===== src/rtl/glitch_sequencer.sv =====
// glitch_sequencer: turns start strobes from the UART command handler into a
// delayed train of glitch pulses, optionally preceded by a target reset or
// gated by an external trigger edge.
// Optional build macro: GLITCH_TIMEOUT_EN adds an armed-state timeout that
// returns to IDLE and strobes timeout_o when no trigger edge arrives.
module glitch_sequencer #(
  parameter bit          TRIG_RISING = 1'b1,
  parameter int unsigned TIMEOUT_W   = 24
) (
  input  logic        clk,
  input  logic        rst_n,
  input  logic [15:0] delay_i,
  input  logic [7:0]  width_i,
  input  logic [7:0]  num_pulses_i,
  input  logic [15:0] pulse_spacing_i,
  input  logic [15:0] reset_length_i,
  input  logic        pulse_en_i,
  input  logic        reset_en_i,
  input  logic        arm_i,
  input  logic        trigger_i,
  output logic        glitch_o,
  output logic        target_reset_o,
  output logic        armed_o,
  output logic        busy_o,
  output logic        done_o,
  output logic        timeout_o
);

  typedef enum logic [2:0] {
    IDLE,
    RESET,
    ARMED,
    DELAY,
    PULSE,
    SPACE
  } state_t;

  // Zero-valued lengths behave as one cycle; returns the reload for a
  // down-counter that ends its phase when it reads zero.
  function automatic logic [15:0] last_count(input logic [15:0] len);
    return (len == 16'd0) ? 16'd0 : len - 16'd1;
  endfunction

  if (TIMEOUT_W < 1) begin : g_bad_timeout_w
    $error("TIMEOUT_W must be at least 1");
  end

  state_t      state, state_n;
  logic [15:0] cnt, cnt_n;
  logic [7:0]  pulse_cnt, pulse_cnt_n;
  logic [15:0] sh_delay, sh_delay_n;
  logic [7:0]  sh_width, sh_width_n;
  logic [7:0]  sh_num, sh_num_n;
  logic [15:0] sh_space, sh_space_n;
  logic        glitch_n, target_reset_n, done_n;
  logic [7:0]  num_eff;

  // Trigger synchronizer and edge-detect stage.
  logic sync1, sync2, sync3;
  logic trig_edge;

`ifdef GLITCH_TIMEOUT_EN
  logic [TIMEOUT_W-1:0] tcnt, tcnt_n;
  logic                 timeout_n;
`endif

  // Bring the asynchronous trigger into the clock domain and keep one
  // extra stage for edge detection.
  always_ff @(posedge clk or negedge rst_n) begin
    if (!rst_n) begin
      sync1 <= 1'b0;
      sync2 <= 1'b0;
      sync3 <= 1'b0;
    end else begin
      // NOTE: non-blocking assignments let every flop sample the pre-edge
      // value of its neighbour, which is what makes this a shift chain.
      sync1 <= trigger_i;
      sync2 <= sync1;
      sync3 <= sync2;
    end
  end

  assign trig_edge = TRIG_RISING ? (sync2 & ~sync3) : (~sync2 & sync3);
  assign num_eff   = (sh_num == 8'd0) ? 8'd1 : sh_num;

  // Next-state and next-output logic for the sequencer.
  always_comb begin
    // NOTE: every variable gets a default before the case so no path leaves
    // it unassigned, which would otherwise infer a latch.
    state_n        = state;
    cnt_n          = cnt;
    pulse_cnt_n    = pulse_cnt;
    sh_delay_n     = sh_delay;
    sh_width_n     = sh_width;
    sh_num_n       = sh_num;
    sh_space_n     = sh_space;
    glitch_n       = glitch_o;
    target_reset_n = target_reset_o;
    done_n         = 1'b0;
`ifdef GLITCH_TIMEOUT_EN
    tcnt_n         = tcnt;
    timeout_n      = 1'b0;
`endif

    unique case (state)
      IDLE: begin
        if (reset_en_i || pulse_en_i || arm_i) begin
          // Reset length is consumed right here, so it needs no shadow copy.
          sh_delay_n  = delay_i;
          sh_width_n  = width_i;
          sh_num_n    = num_pulses_i;
          sh_space_n  = pulse_spacing_i;
          pulse_cnt_n = 8'd0;
        end
        if (reset_en_i) begin
          state_n        = RESET;
          target_reset_n = 1'b1;
          cnt_n          = last_count(reset_length_i);
        end else if (pulse_en_i) begin
          state_n = DELAY;
          cnt_n   = delay_i;
        end else if (arm_i) begin
          state_n = ARMED;
`ifdef GLITCH_TIMEOUT_EN
          tcnt_n  = '0;
`endif
        end
      end

      RESET: begin
        if (cnt == 16'd0) begin
          state_n        = DELAY;
          target_reset_n = 1'b0;
          cnt_n          = sh_delay;
        end else begin
          cnt_n = cnt - 16'd1;
        end
      end

      ARMED: begin
        if (trig_edge) begin
          state_n = DELAY;
          cnt_n   = sh_delay;
        end
`ifdef GLITCH_TIMEOUT_EN
        else if (&tcnt) begin
          state_n   = IDLE;
          timeout_n = 1'b1;
        end else begin
          tcnt_n = tcnt + TIMEOUT_W'(1);
        end
`endif
      end

      DELAY: begin
        if (cnt == 16'd0) begin
          state_n     = PULSE;
          glitch_n    = 1'b1;
          cnt_n       = last_count({8'd0, sh_width});
          pulse_cnt_n = 8'd1;
        end else begin
          cnt_n = cnt - 16'd1;
        end
      end

      PULSE: begin
        if (cnt == 16'd0) begin
          glitch_n = 1'b0;
          if (pulse_cnt < num_eff) begin
            state_n = SPACE;
            cnt_n   = last_count(sh_space);
          end else begin
            state_n = IDLE;
            done_n  = 1'b1;
          end
        end else begin
          cnt_n = cnt - 16'd1;
        end
      end

      SPACE: begin
        if (cnt == 16'd0) begin
          state_n     = PULSE;
          glitch_n    = 1'b1;
          cnt_n       = last_count({8'd0, sh_width});
          pulse_cnt_n = pulse_cnt + 8'd1;
        end else begin
          cnt_n = cnt - 16'd1;
        end
      end

      default: state_n = IDLE;
    endcase
  end

  // State, counters, shadow configuration and registered outputs.
  always_ff @(posedge clk or negedge rst_n) begin
    if (!rst_n) begin
      state          <= IDLE;
      cnt            <= 16'd0;
      pulse_cnt      <= 8'd0;
      sh_delay       <= 16'd0;
      sh_width       <= 8'd0;
      sh_num         <= 8'd0;
      sh_space       <= 16'd0;
      glitch_o       <= 1'b0;
      target_reset_o <= 1'b0;
      armed_o        <= 1'b0;
      busy_o         <= 1'b0;
      done_o         <= 1'b0;
    end else begin
      state          <= state_n;
      cnt            <= cnt_n;
      pulse_cnt      <= pulse_cnt_n;
      sh_delay       <= sh_delay_n;
      sh_width       <= sh_width_n;
      sh_num         <= sh_num_n;
      sh_space       <= sh_space_n;
      glitch_o       <= glitch_n;
      target_reset_o <= target_reset_n;
      armed_o        <= (state_n == ARMED);
      busy_o         <= (state_n != IDLE);
      done_o         <= done_n;
    end
  end

`ifdef GLITCH_TIMEOUT_EN
  // Armed-state timeout counter and its completion strobe.
  always_ff @(posedge clk or negedge rst_n) begin
    if (!rst_n) begin
      tcnt      <= '0;
      timeout_o <= 1'b0;
    end else begin
      tcnt      <= tcnt_n;
      timeout_o <= timeout_n;
    end
  end
`else
  assign timeout_o = 1'b0;
`endif

endmodule

===== config.mk =====
export PLATFORM = sky130hd
export DESIGN_NAME = glitch_sequencer
export DESIGN_NICKNAME = d
export VERILOG_FILES = /design/src/rtl/glitch_sequencer.sv
export SDC_FILE = /design/constraint.sdc
export NUM_CORES = 1
export LEC_CHECK = 0
export ABC_CLOCK_PERIOD_IN_PS = 3570
export CORE_MARGIN = 2
export CORE_UTILIZATION = 56
export DETAILED_ROUTE_END_ITERATION = 6
export GPL_ROUTABILITY_DRIVEN = 0
export PLACE_DENSITY = 0.81
export SYNTH_ARGS = -nofsm -noshare
export SYNTH_HDL_FRONTEND = slang
export SYNTH_SLANG_ARGS = --single-unit

===== constraint.sdc =====
create_clock -name clk -period 3.57 [get_ports clk]
set_clock_uncertainty 0.05 [all_clocks]
set_input_delay 0.714 -clock clk [delete_from_list [all_inputs] [get_ports clk]]
set_output_delay 0.714 -clock clk [all_outputs]
set_load 0.02 [all_outputs]

* Word level (Yosys, flattened, before mapping)
Index checks and enable logic that the tools add are counted.
Word-level totals: register bits after elaboration 83, output and inout port bits 6
Cells by class: reduce and logical (&&, ||, !) cells 19, muxes and demuxes 33, eq/ne operators 16, bitwise gates (word level) 2, order comparisons 1, add/sub/neg operators 5
Operators by type and width (count):
- $mux W16 | 10
- $pmux W16 S5 | 1
- $logic_not A16 Y1 | 3
- $sub A16 B1 Y16 const B | 3
- $mux W8 | 4
- $mux W3 | 8
- $pmux W8 S3 | 1
- $logic_not A8 Y1 | 2
- $pmux W3 S5 | 1
- $ne A2 B2 Y1 const B | 7
- $eq A3 B2 Y1 const B | 3
- $sub A8 B1 Y9 const B | 1
- $add A8 B1 Y8 const B | 1
- $lt A8 B8 Y1 | 1
- $reduce_and A4 Y1 | 2
- $eq A3 B3 Y1 const B | 2
- $mux W1 | 6
- $ne A3 B3 Y1 const B | 2
- $reduce_and A3 Y1 | 2
- $reduce_bool A3 Y1 | 2
- $reduce_bool A5 Y1 | 1
- $pmux W1 S2 | 2
- $reduce_bool A2 Y1 | 2
- $eq A3 B1 Y1 const B | 1
- 7 further kinds | 8

* Logic depth before layout (Yosys ltp)
Gate-level depths: netlist of run 1.
word-level depth 7, gate-level depth with buffers 10

* Least setup slack after synthesis of run 1
OpenSTA, ideal clock, no wires.
kind input-to-reg, from input reset_length_i[7], to register cnt[3], data arrival time 2.489 ns, slack 0.890 ns, stages on the path 7, setup time 0.141 ns, path through nor4_1 -> nand4_1 -> o31ai_1 -> buf_2 -> nor2_1 -> a222oi_1 -> a31oi_1
Between the ends: longest elaborated chain between the ends 4
RTL lines:
- from (decl) | line 16 | input logic [15:0] reset_length_i,
- $logic_not A16 Y1 | line 41 | return (len == 16'd0) ? 16'd0 : len - 16'd1;
- $mux W16 | line 41
- $mux W16 | line 115 | if (reset_en_i) begin
- $pmux W16 S5 | line 105 | unique case (state)
- to (signal assigned) | line 213 | cnt <= cnt_n;
- to (decl) | line 49 | logic [15:0] cnt, cnt_n;
Every way passes these cells. A chain may end at the register's enable or synchronous reset.

* Worst setup path in the final report of run 1
from register cnt[0], to register cnt[8]
Between the ends: longest elaborated chain between the ends 3, elaborated cells between the ends (all ways) 8
RTL lines (line):
- $sub A16 B1 Y16 / $logic_not A16 Y1 (equally long branches)
- $mux W16 (tied with other cells) | 156, 182
- $pmux W16 S5 / $reduce_and A4 Y1 (equally long branches)
Parallel ways exist; a longest one is shown, timed or not.

==> results of run 1 <==
## power groups by stage
stage	sequential [W]	clock [W]	combinational, W
global route	0.00102	0.000776	0.000266
detailed placement	0.00104	0	0.000240
finish	0.00102	0.000739	0.000243
floorplan	0.00102	0	0.000104
global placement	0.00103	0	0.000231
CTS	0.00102	0.000743	0.000242
## final timing paths
kind | start | endpoint | slack [ns] | cells after the start
setup / recovery | cnt[0] | cnt[8] | 0.72 | 8
setup reg to reg | cnt[0] | cnt[8] | 0.72 | 8
max in group asynchronous | rst_n | state[1] | 2.31 | 1
hold / removal | sync1 | sync2 | 0.31 | 0
min in group asynchronous | rst_n | sh_space[15] | 0.49 | 1
hold reg to reg | sync1 | sync2 | 0.31 | 0
## cell type report
cell class,count,area (sq um),area share (%)
clock buffers,9,123.9,1.843
clock inverters,7,82.58,1.229
inverters,33,123.9,1.843
multi-input cells,497,3253,48.41
flip-flops and latches,83,2077,30.91
well taps,133,166.4,2.476
repair buffers,93,893.4,13.29
## through the flow
stage	instances	cell area (sq um)	worst slack [ns]	total power, W
floorplan	652	5600	0.8904	0.001127
global placement	839	6514	0.6604	0.001263
detailed placement	839	6514	0.4869	0.001275
CTS	855	6720	0.8018	0.002002
global route	855	6720	0.5925	0.002066
finish	855	6720	0.7179	0.002000
## cell families after synthesis
group | share of synthesized area, %
buf+inv | 4.960
flops | 37.09
xor+xnor | 5.004
simple gates | 21.18
compound gates | 21.27
mux | 7.753
fa+ha+maj | 2.681
other cells | 0.06696
## routing by layer
layer | GRT usage [%] | share of wire, % | vias up
met1 | 43.05 | 41 | 2642
met3 | 6.830 | 9.8 | 51
met2 | 50.33 | 47 | 373
li1 | - | - | 2556
met5 | 0 | 0 | -
met4 | 10.23 | 2.6 | 0
## state kept, by name (all words and copies together), names as in the netlist, 3 cells and up
signal and count:
cnt 16, pulse_cnt 8, sh_space 16, sh_num 8
sh_width 8, sh_delay 16, state 3
## worst max-delay path: stages, from the launching register on
cell	delay (ns)
dfrtp_1	0.44
inv_1	0.10
ha_1	0.21
or4b_1	0.47
or4_1	0.56
nor3_2	0.42
o211ai_1	0.17
a22oi_1	0.21
o21ai_0	0.09
## cells in the final DEF (no fill, tap or decap), drive strengths merged, types with 5 or more instances in the layout
cell type and n:
dfrtp 83, clkdlybuf4s50 73, o21ai 71, nand2 56, nor2 39, inv 37, mux2 35, a21oi 30
buf 20, nor4 19, xor2 18, nand3 18, o31ai 16, a31oi 16, nor3 15, xnor2 14
nand4 12, ha 12, or3 12, or4 12, nor2b 10, clkbuf 9, o221ai 8, a211oi 7
nor3b 6, a22oi 5, o211ai 5, and3 5, nand3b 5, nand2b 5
==> impl_metrics.yaml, run 1 <==
route:
  post_drt_wl_per_cell_microns: 19.70
  ant_nets: 0
  first_pass_iters: 6
  finalWirelength_microns: 16840
  first_iter_violations: 704
  num_vias: 5622
  vias_per_cell: 6.575
  drcViolationCount: 0
global_routing:
  antenna_found_initial: 0
  track_usage_pct: 31.57
  grt_pass1_wl_microns: 27680
  grt_pass1_vias: 5454
  grt_max_degree: 84
  grt-ovfl-total: 0
setup_path:
  cp-start-kind: "flop"
  crit_required_ns: 3.75
  cp-end-kind: "flop"
  crit_type: "reg -> reg"
  crit_fanout: 7
  cp.arrival_ns: 3.04
logic_synthesis:
  netlist_instances: 652
  syn-cell-area_sq_um: 5600
  yosysTopAreaCell: "dfrtp_1"
  synth_top_area_share_pct: 37.09
  yosys-top-cells-count: "dfrtp_1 (83), o21ai_0 (69), nand2_1 (56)"
  ys.flop_type: "dfrtp_1"
  seq_area_frac_synth_pct: 37.09
  yosysUniqueCellTypes: 62
  syn_area_per_cell_sq_um: 8.590
  yosysWarnings: 0
  synth_edf_count: 0
  yosysMostFrequentCell: "dfrtp_1"
  synth_nets: 734
  ys_ff_latch: 83
  synthTopCellsByArea: "dfrtp_1 (37%), mux2_2 (7.0%), o21ai_0 (6.2%), nand2_1 (3.8%), xor2_1 (2.8%)"
  async_reset_ff_share_pct: 100.0
finish:
  finalNetCount: 799
  antenna_cells: 0
  utilization_pct: 69.07
  area_delta_synth_final_pct: 20.00
  num-fill-cells: 778
  drive_gt1_share_pct: 10.80
cts:
  clk_latency_ns: 0.37
  ctsHoldBuffers: 0
  cts_tree: "built"
  htree_levels: 3
  cts_resized: 0
  clockBufferDepth: 2
  root_buffer: "clkbuf_8"
  numCtsBuffers: 9
  cts.sinks: 83
  postCtsSetupRepairBufs: 0
  path_clk_slew_ns: 0.10
floorplan:
  die_height_microns: 104.0
  initial_core_util_pct: 57.56
  coreArea_sq_um: 9729
  io_pins: 76
  die_w_microns: 104.0
  dieArea_sq_um: 10820
  rows: 36
sta:
  hold_viol: 0
  fin_hold_ws_ns: 0.3115
  max-slew-margin-rel_pct: 29.30
  rsz0062_at_grt: "false"
  timing.final.crit_share_pct: 79.89
  period_needed_ns: 2.852
  tightest_slew_ns: 1.060
  finalSetupViolCount: 0
  maxSlewViolCount: 0
  tns_ns: 0
  fmax_mhz: 350.6
status:
  outcome: "complete, no violations"
power:
  switchingPower_w: 0.0005566
  p_comb_share_pct: 12.1
  swShare_pct: 27.83
  vdd_ir_drop_max_mv: 0.2172
  p_seq_share_pct: 50.9
  power_density_nw_per_um2: 297.7
  p_leak_nw: 2.703
  p_int_w: 0.001444
  p_clk_share_pct: 37.0
place:
  io_buffers: 74
  hpwl_microns: 12150
job:
  drv_cap: 0
hold_path:
  hold_class: "reg -> reg"
Power figures use the tool's default switching activity.
==> run 2: changes to the inputs <==
--- a/config.mk
+++ b/config.mk
@@ -5,7 +5,7 @@
 export SDC_FILE = /design/constraint.sdc
 export NUM_CORES = 1
 export LEC_CHECK = 0
-export ABC_CLOCK_PERIOD_IN_PS = 3570
+export ABC_CLOCK_PERIOD_IN_PS = 2800
 export CORE_MARGIN = 2
 export CORE_UTILIZATION = 56
 export DETAILED_ROUTE_END_ITERATION = 6
==> constraint.sdc (replaced) <==
create_clock -name clk -period 2.8 [get_ports clk]
set_clock_uncertainty 0.05 [all_clocks]
set_input_delay 0.56 -clock clk [delete_from_list [all_inputs] [get_ports clk]]
set_output_delay 0.56 -clock clk [all_outputs]
set_load 0.02 [all_outputs]
==> run 2 against run 1 <==
  * Highest routed layer unchanged
  * Sequential power rose by 27%
  * Setup slack got worse by 0.67 ns
  * Critical path depth unchanged
  * Core utilization up 2.0 points
  * Flip-flop and latch count is the same
  * Via count is 4.1% higher
  * Die area is the same
  * Design area increased by 2.9%
  * Largest power group unchanged
  * Combinational power increased by 33%
==> impl_metrics.yaml, run 2 (same netlist as run 1, synthesis figures left out) <==
sta:
  finalSetupViolCount: 0
  maxSlewViolCount: 0
  max-slew-margin-rel_pct: 46.69
  hold_viol: 0
  timing.final.crit_share_pct: 98.30
  setup_slack_ns: 0.04755
  fmax_mhz: 363.3
  tightest_slew_ns: 0.7996
  period_needed_ns: 2.752
  rsz0062_at_grt: "false"
  tns_ns: 0
setup_path:
  crit_fanout: 7
  cp-start-kind: "flop"
  cp-end-kind: "flop"
  crit_required_ns: 3.06
  cp.arrival_ns: 3.01
  crit_type: "reg -> reg"
cts:
  path_clk_slew_ns: 0.09
  clockBufferDepth: 2
  root_buffer: "clkbuf_8"
  numCtsBuffers: 9
  clk_latency_ns: 0.38
  postCtsSetupRepairBufs: 0
  ctsHoldBuffers: 0
  cts_tree: "built"
  cts.sinks: 83
  htree_levels: 3
job:
  drv_cap: 0
finish:
  register_area_sq_um: 2077
  fin_cells: 878
  num-fill-cells: 789
  layout_commonest_cell: "dfrtp_1"
  finalNetCount: 823
  area_delta_synth_final_pct: 23.48
  largestRegisters: "cnt: 16 flops, sh_delay: 16 flops, sh_space: 16 flops"
  final_cell_mix: "dfrtp_1 (83), clkdlybuf4s50_1 (73), o21ai_0 (69)"
  drive_gt1_share_pct: 13.69
  multi_input_area_sq_um: 3269
  antenna_cells: 0
global_routing:
  grt-ovfl-total: 0
  grt_max_degree: 55
  track_usage_pct: 32.24
  grt_pass1_wl_microns: 28040
  grt_pass1_vias: 5731
  antenna_found_initial: 0
route:
  vias_per_cell: 6.669
  finalWirelength_microns: 17170
  drcViolationCount: 0
  ant_nets: 0
  post_drt_wl_per_cell_microns: 19.56
  first_pass_iters: 7
  first_iter_violations: 680
  num_vias: 5855
power:
  p_leak_nw: 2.823
  power_density_nw_per_um2: 363.0
  vdd_ir_drop_max_mv: 0.2750
place:
  io_buffers: 74
  dp_slack_ns: 0.001736
  hpwl_microns: 12730
  dp.cells: 863
floorplan:
  die_w_microns: 104.0
  die_height_microns: 104.0
  coreArea_sq_um: 9729
  dieArea_sq_um: 10820
  initial_core_util_pct: 57.56
  rows: 36
  io_pins: 76
status:
  outcome: "complete, no violations"
hold_path:
  hold_class: "in -> async"
run 2: per-layer routing:
metal  wire, microns  up-vias  GRT usage (%)  share of wire (%)
met3            1922       88          7.206                 11
li1                -     2608              -                  -
met2            7491      426          49.48                 44
met1            6883     2733          42.79                 40
met4             873        0          16.80                5.1
met5               0        -              0                  0
run 2: per-stage QoR:
step / utilization (%) / hold WS, ns / power, W / cell area, sq um
final: 71.08 / 0.1271 / 0.002510 / 6915
after floorplan: - / 0.2144 / 0.001437 / 5600
after global routing: 71.08 / 0.1822 / 0.002586 / 6915
after detailed placement: 68.93 / 0.3004 / 0.001638 / 6706
after global placement: 68.93 / 0.2843 / 0.001623 / 6706
after CTS: 70.91 / 0.1547 / 0.002505 / 6899
run 2: cell type report:
class / instances / area share, %
Inverter: 33 / 1.791
Clock buffer: 11 / 2.045
Clock inverter: 4 / 0.7418
Timing Repair Buffer: 117 / 15.70
Sequential cell: 83 / 30.03
Multi-Input combinational cell: 497 / 47.28
Tap cell: 133 / 2.406
run 2: power by group:
group          internal [W]  switching, W
Sequential          0.00125     0.0000503
Clock              0.000432      0.000457
Combinational      0.000175      0.000150
Total               0.00185      0.000656
run 2: worst paths after layout:
check | startpoint | end | slack, ns | cells past startpoint
worst max-delay path | cnt[0] | cnt[15] | 0.05 | 8
worst min-delay path | rst_n | sh_space[8] | 0.13 | 1
worst max register to register | cnt[0] | cnt[15] | 0.05 | 8
worst min register to register | sync1 | sync2 | 0.32 | 0
max in group asynchronous | rst_n | sh_delay[7] | 1.95 | 2
min in group clk | sync1 | sync2 | 0.32 | 0
run 2: repair_timing:
| action | CTS | global route |
|---|---|---|
| resized for setup | 0 | 3 |
| endpoints found under the hold margin | 0 | 0 |
| endpoints found under the setup margin | 0 | 6 |
run 2: critical path, stage by stage, from the launching register on:
cell	delay, ns
dfrtp_1	0.39
inv_1	0.08
ha_1	0.20
or4b_1	0.50
or4_4	0.50
or3_4	0.41
a211oi_1	0.30
nor3b_1	0.10
o21ai_1	0.15
==> run 3: changes to the inputs <==
--- a/config.mk
+++ b/config.mk
@@ -5,11 +5,9 @@
 export SDC_FILE = /design/constraint.sdc
 export NUM_CORES = 1
 export LEC_CHECK = 0
-export ABC_CLOCK_PERIOD_IN_PS = 2800
 export CORE_MARGIN = 2
 export CORE_UTILIZATION = 56
 export DETAILED_ROUTE_END_ITERATION = 6
-export GPL_ROUTABILITY_DRIVEN = 0
 export PLACE_DENSITY = 0.81
 export SYNTH_ARGS = -nofsm -noshare
 export SYNTH_HDL_FRONTEND = slang
==> run 3 against run 2 <==
  * Critical endpoint is now cnt[1]
  * Critical path type unchanged
  * Hold slack improved by 0.025 ns
  * Register-to-register slack better by 0.08 ns
  * Sequential share of layout area fell by 0.45 points
==> impl_metrics.yaml, run 3 (same netlist as run 1, synthesis figures left out) <==
status:
  outcome: "complete, no violations"
finish:
  antenna_cells: 0
  num-fill-cells: 797
  layout_commonest_cell: "dfrtp_1"
  utilization_pct: 72.16
  fin_area_sq_um: 7020
  largestRegisters: "cnt: 16 flops, sh_delay: 16 flops, sh_space: 16 flops"
  final_cell_mix: "dfrtp_1 (83), clkdlybuf4s50_1 (73), o21ai_0 (69)"
  finalNetCount: 838
  area_delta_synth_final_pct: 25.36
  drive_gt1_share_pct: 15.64
cts:
  clockBufferDepth: 2
  root_buffer: "clkbuf_8"
  numCtsBuffers: 9
  htree_levels: 3
  path_clk_slew_ns: 0.09
  clk_latency_ns: 0.37
  cts.sinks: 83
  cts_tree: "built"
floorplan:
  die_height_microns: 104.0
  initial_core_util_pct: 57.56
  coreArea_sq_um: 9729
  io_pins: 76
  dieArea_sq_um: 10820
  rows: 36
  die_w_microns: 104.0
global_routing:
  antenna_found_initial: 0
  grt_max_degree: 46
  grt_pass1_vias: 5594
  grt_pass1_wl_microns: 28650
  track_usage_pct: 33.37
  grt-ovfl-total: 0
setup_path:
  crit_start: "cnt[0]"
  endpoint: "cnt[1]"
  ff2ff_path_depth: 8
  cp-start-kind: "flop"
  worstReg2RegEnd: "cnt[1]"
  crit_chain: "inv_1 > ha_1 > or4b_4 > or4_4 > or3_4 > nand3_1 > a211oi_1 > o31ai_1"
  cp-end-kind: "flop"
  crit_required_ns: 3.02
  rr_startpoint: "cnt[0]"
  cp.arrival_ns: 2.90
  regToRegSetupSlack_ns: 0.12
  cpMaxStageDelayCell: "or4b_4"
  cpPeakStageDelay_ns: 0.50
  crit_type: "reg -> reg"
  crit_fanout: 7
job:
  drv_cap: 0
route:
  first_pass_iters: 6
  num_vias: 5794
  vias_per_cell: 6.481
  finalWirelength_microns: 17920
  first_iter_violations: 492
  drcViolationCount: 0
  post_drt_wl_per_cell_microns: 20.05
  ant_nets: 0
place:
  placedInstanceArea_sq_um: 6807
  hpwl_microns: 13930
  io_buffers: 74
  gp_congestion: 0.9643
sta:
  tns_ns: 0
  maxSlewViolCount: 0
  tightest_slew_ns: 0.7392
  max-slew-margin-rel_pct: 50.72
  rsz0062_at_grt: "false"
  finalSetupViolCount: 0
  fmax_mhz: 373.6
  hold_viol: 0
  period_needed_ns: 2.676
  timing.final.crit_share_pct: 95.59
hold_path:
  hold_class: "in -> async"
power:
  vdd_ir_drop_max_mv: 0.2917
  power_w: 0.002520
  power_density_nw_per_um2: 358.9
  p_leak_nw: 2.897
==> run 3: cell count changes in the layout (fill, tap and decap cells not counted) <==
cell	delta
or4b_1	-1
clkbuf_8	-1
inv_6	+1
nor3_4	-1
or4b_4	+1
clkinv_2	-1
clkinvlp_4	+2
nor3_2	+1
clkinv_4	-1
buf_12	-1
inv_8	+1
buf_4	+16
==> run 3: power by group <==
group	switching (W)	internal [W]
Clock	0.000472	0.000422
Sequential	0.0000503	0.00125
Combinational	0.000152	0.000177
Total	0.000674	0.00185
==> run 3: worst min-delay path by stage <==
stage | startpoint | end | slack, ns
2_1_floorplan | rst_n | armed_o | 0.21
3_3_place_gp | sync1 | sync2 | 0.29
3_5_place_dp | sync1 | sync2 | 0.29
4_1_cts | rst_n | sh_space[9] | 0.16
5_1_grt | rst_n | sh_space[10] | 0.18
6_report | rst_n | sh_space[9] | 0.15
==> run 3: timing repair <==
item | in CTS | in global routing
resized for setup | 0 | 3
endpoints found under the setup margin | 0 | 5
endpoints found under the hold margin | 0 | 0
setup buffers | 0 | 0
hold buffers | 0 | 0
==> run 3: worst max-delay path: cells and delay by family (launching register included) <==
kind / cells / cell delay, ns
AO/OA/AOI/OAI: 2 / 0.35
buffers and inverters: 1 / 0.08
flip-flops: 1 / 0.39
adder cells (fa/ha/maj): 1 / 0.21
AND/OR/NAND/NOR: 4 / 1.51
==> run 3: per-stage QoR <==
stage / hold slack (ns) / cells / worst slack (ns)
2_1_floorplan: 0.2144 / 652 / 0.1910
3_3_place_gp: 0.2878 / 878 / 0.06961
3_5_place_dp: 0.2903 / 878 / 0.01063
4_1_cts: 0.1644 / 894 / 0.01664
5_1_grt: 0.1804 / 894 / 0.001685
6_report: 0.1525 / 894 / 0.1236
==> run 3: cell type report <==
type	count	area (sq um)	area share, %
Clock buffer	10	127.6	1.818
Sequential cell	83	2077	29.58
Timing Repair Buffer	132	1186	16.90
Clock inverter	6	72.57	1.034
Multi-Input combinational cell	497	3267	46.53
Tap cell	133	166.4	2.370
Inverter	33	123.9	1.764
==> run 3: routing by layer <==
layer	global-route usage [%]	up-vias	share of wire, %	wire, microns
met5	0	-	0	0
met4	14.58	0	3.4	602
met3	8.083	54	9.4	1683
met2	51.03	320	45	8100
met1	45.15	2779	42	7538
li1	-	2641	-	-
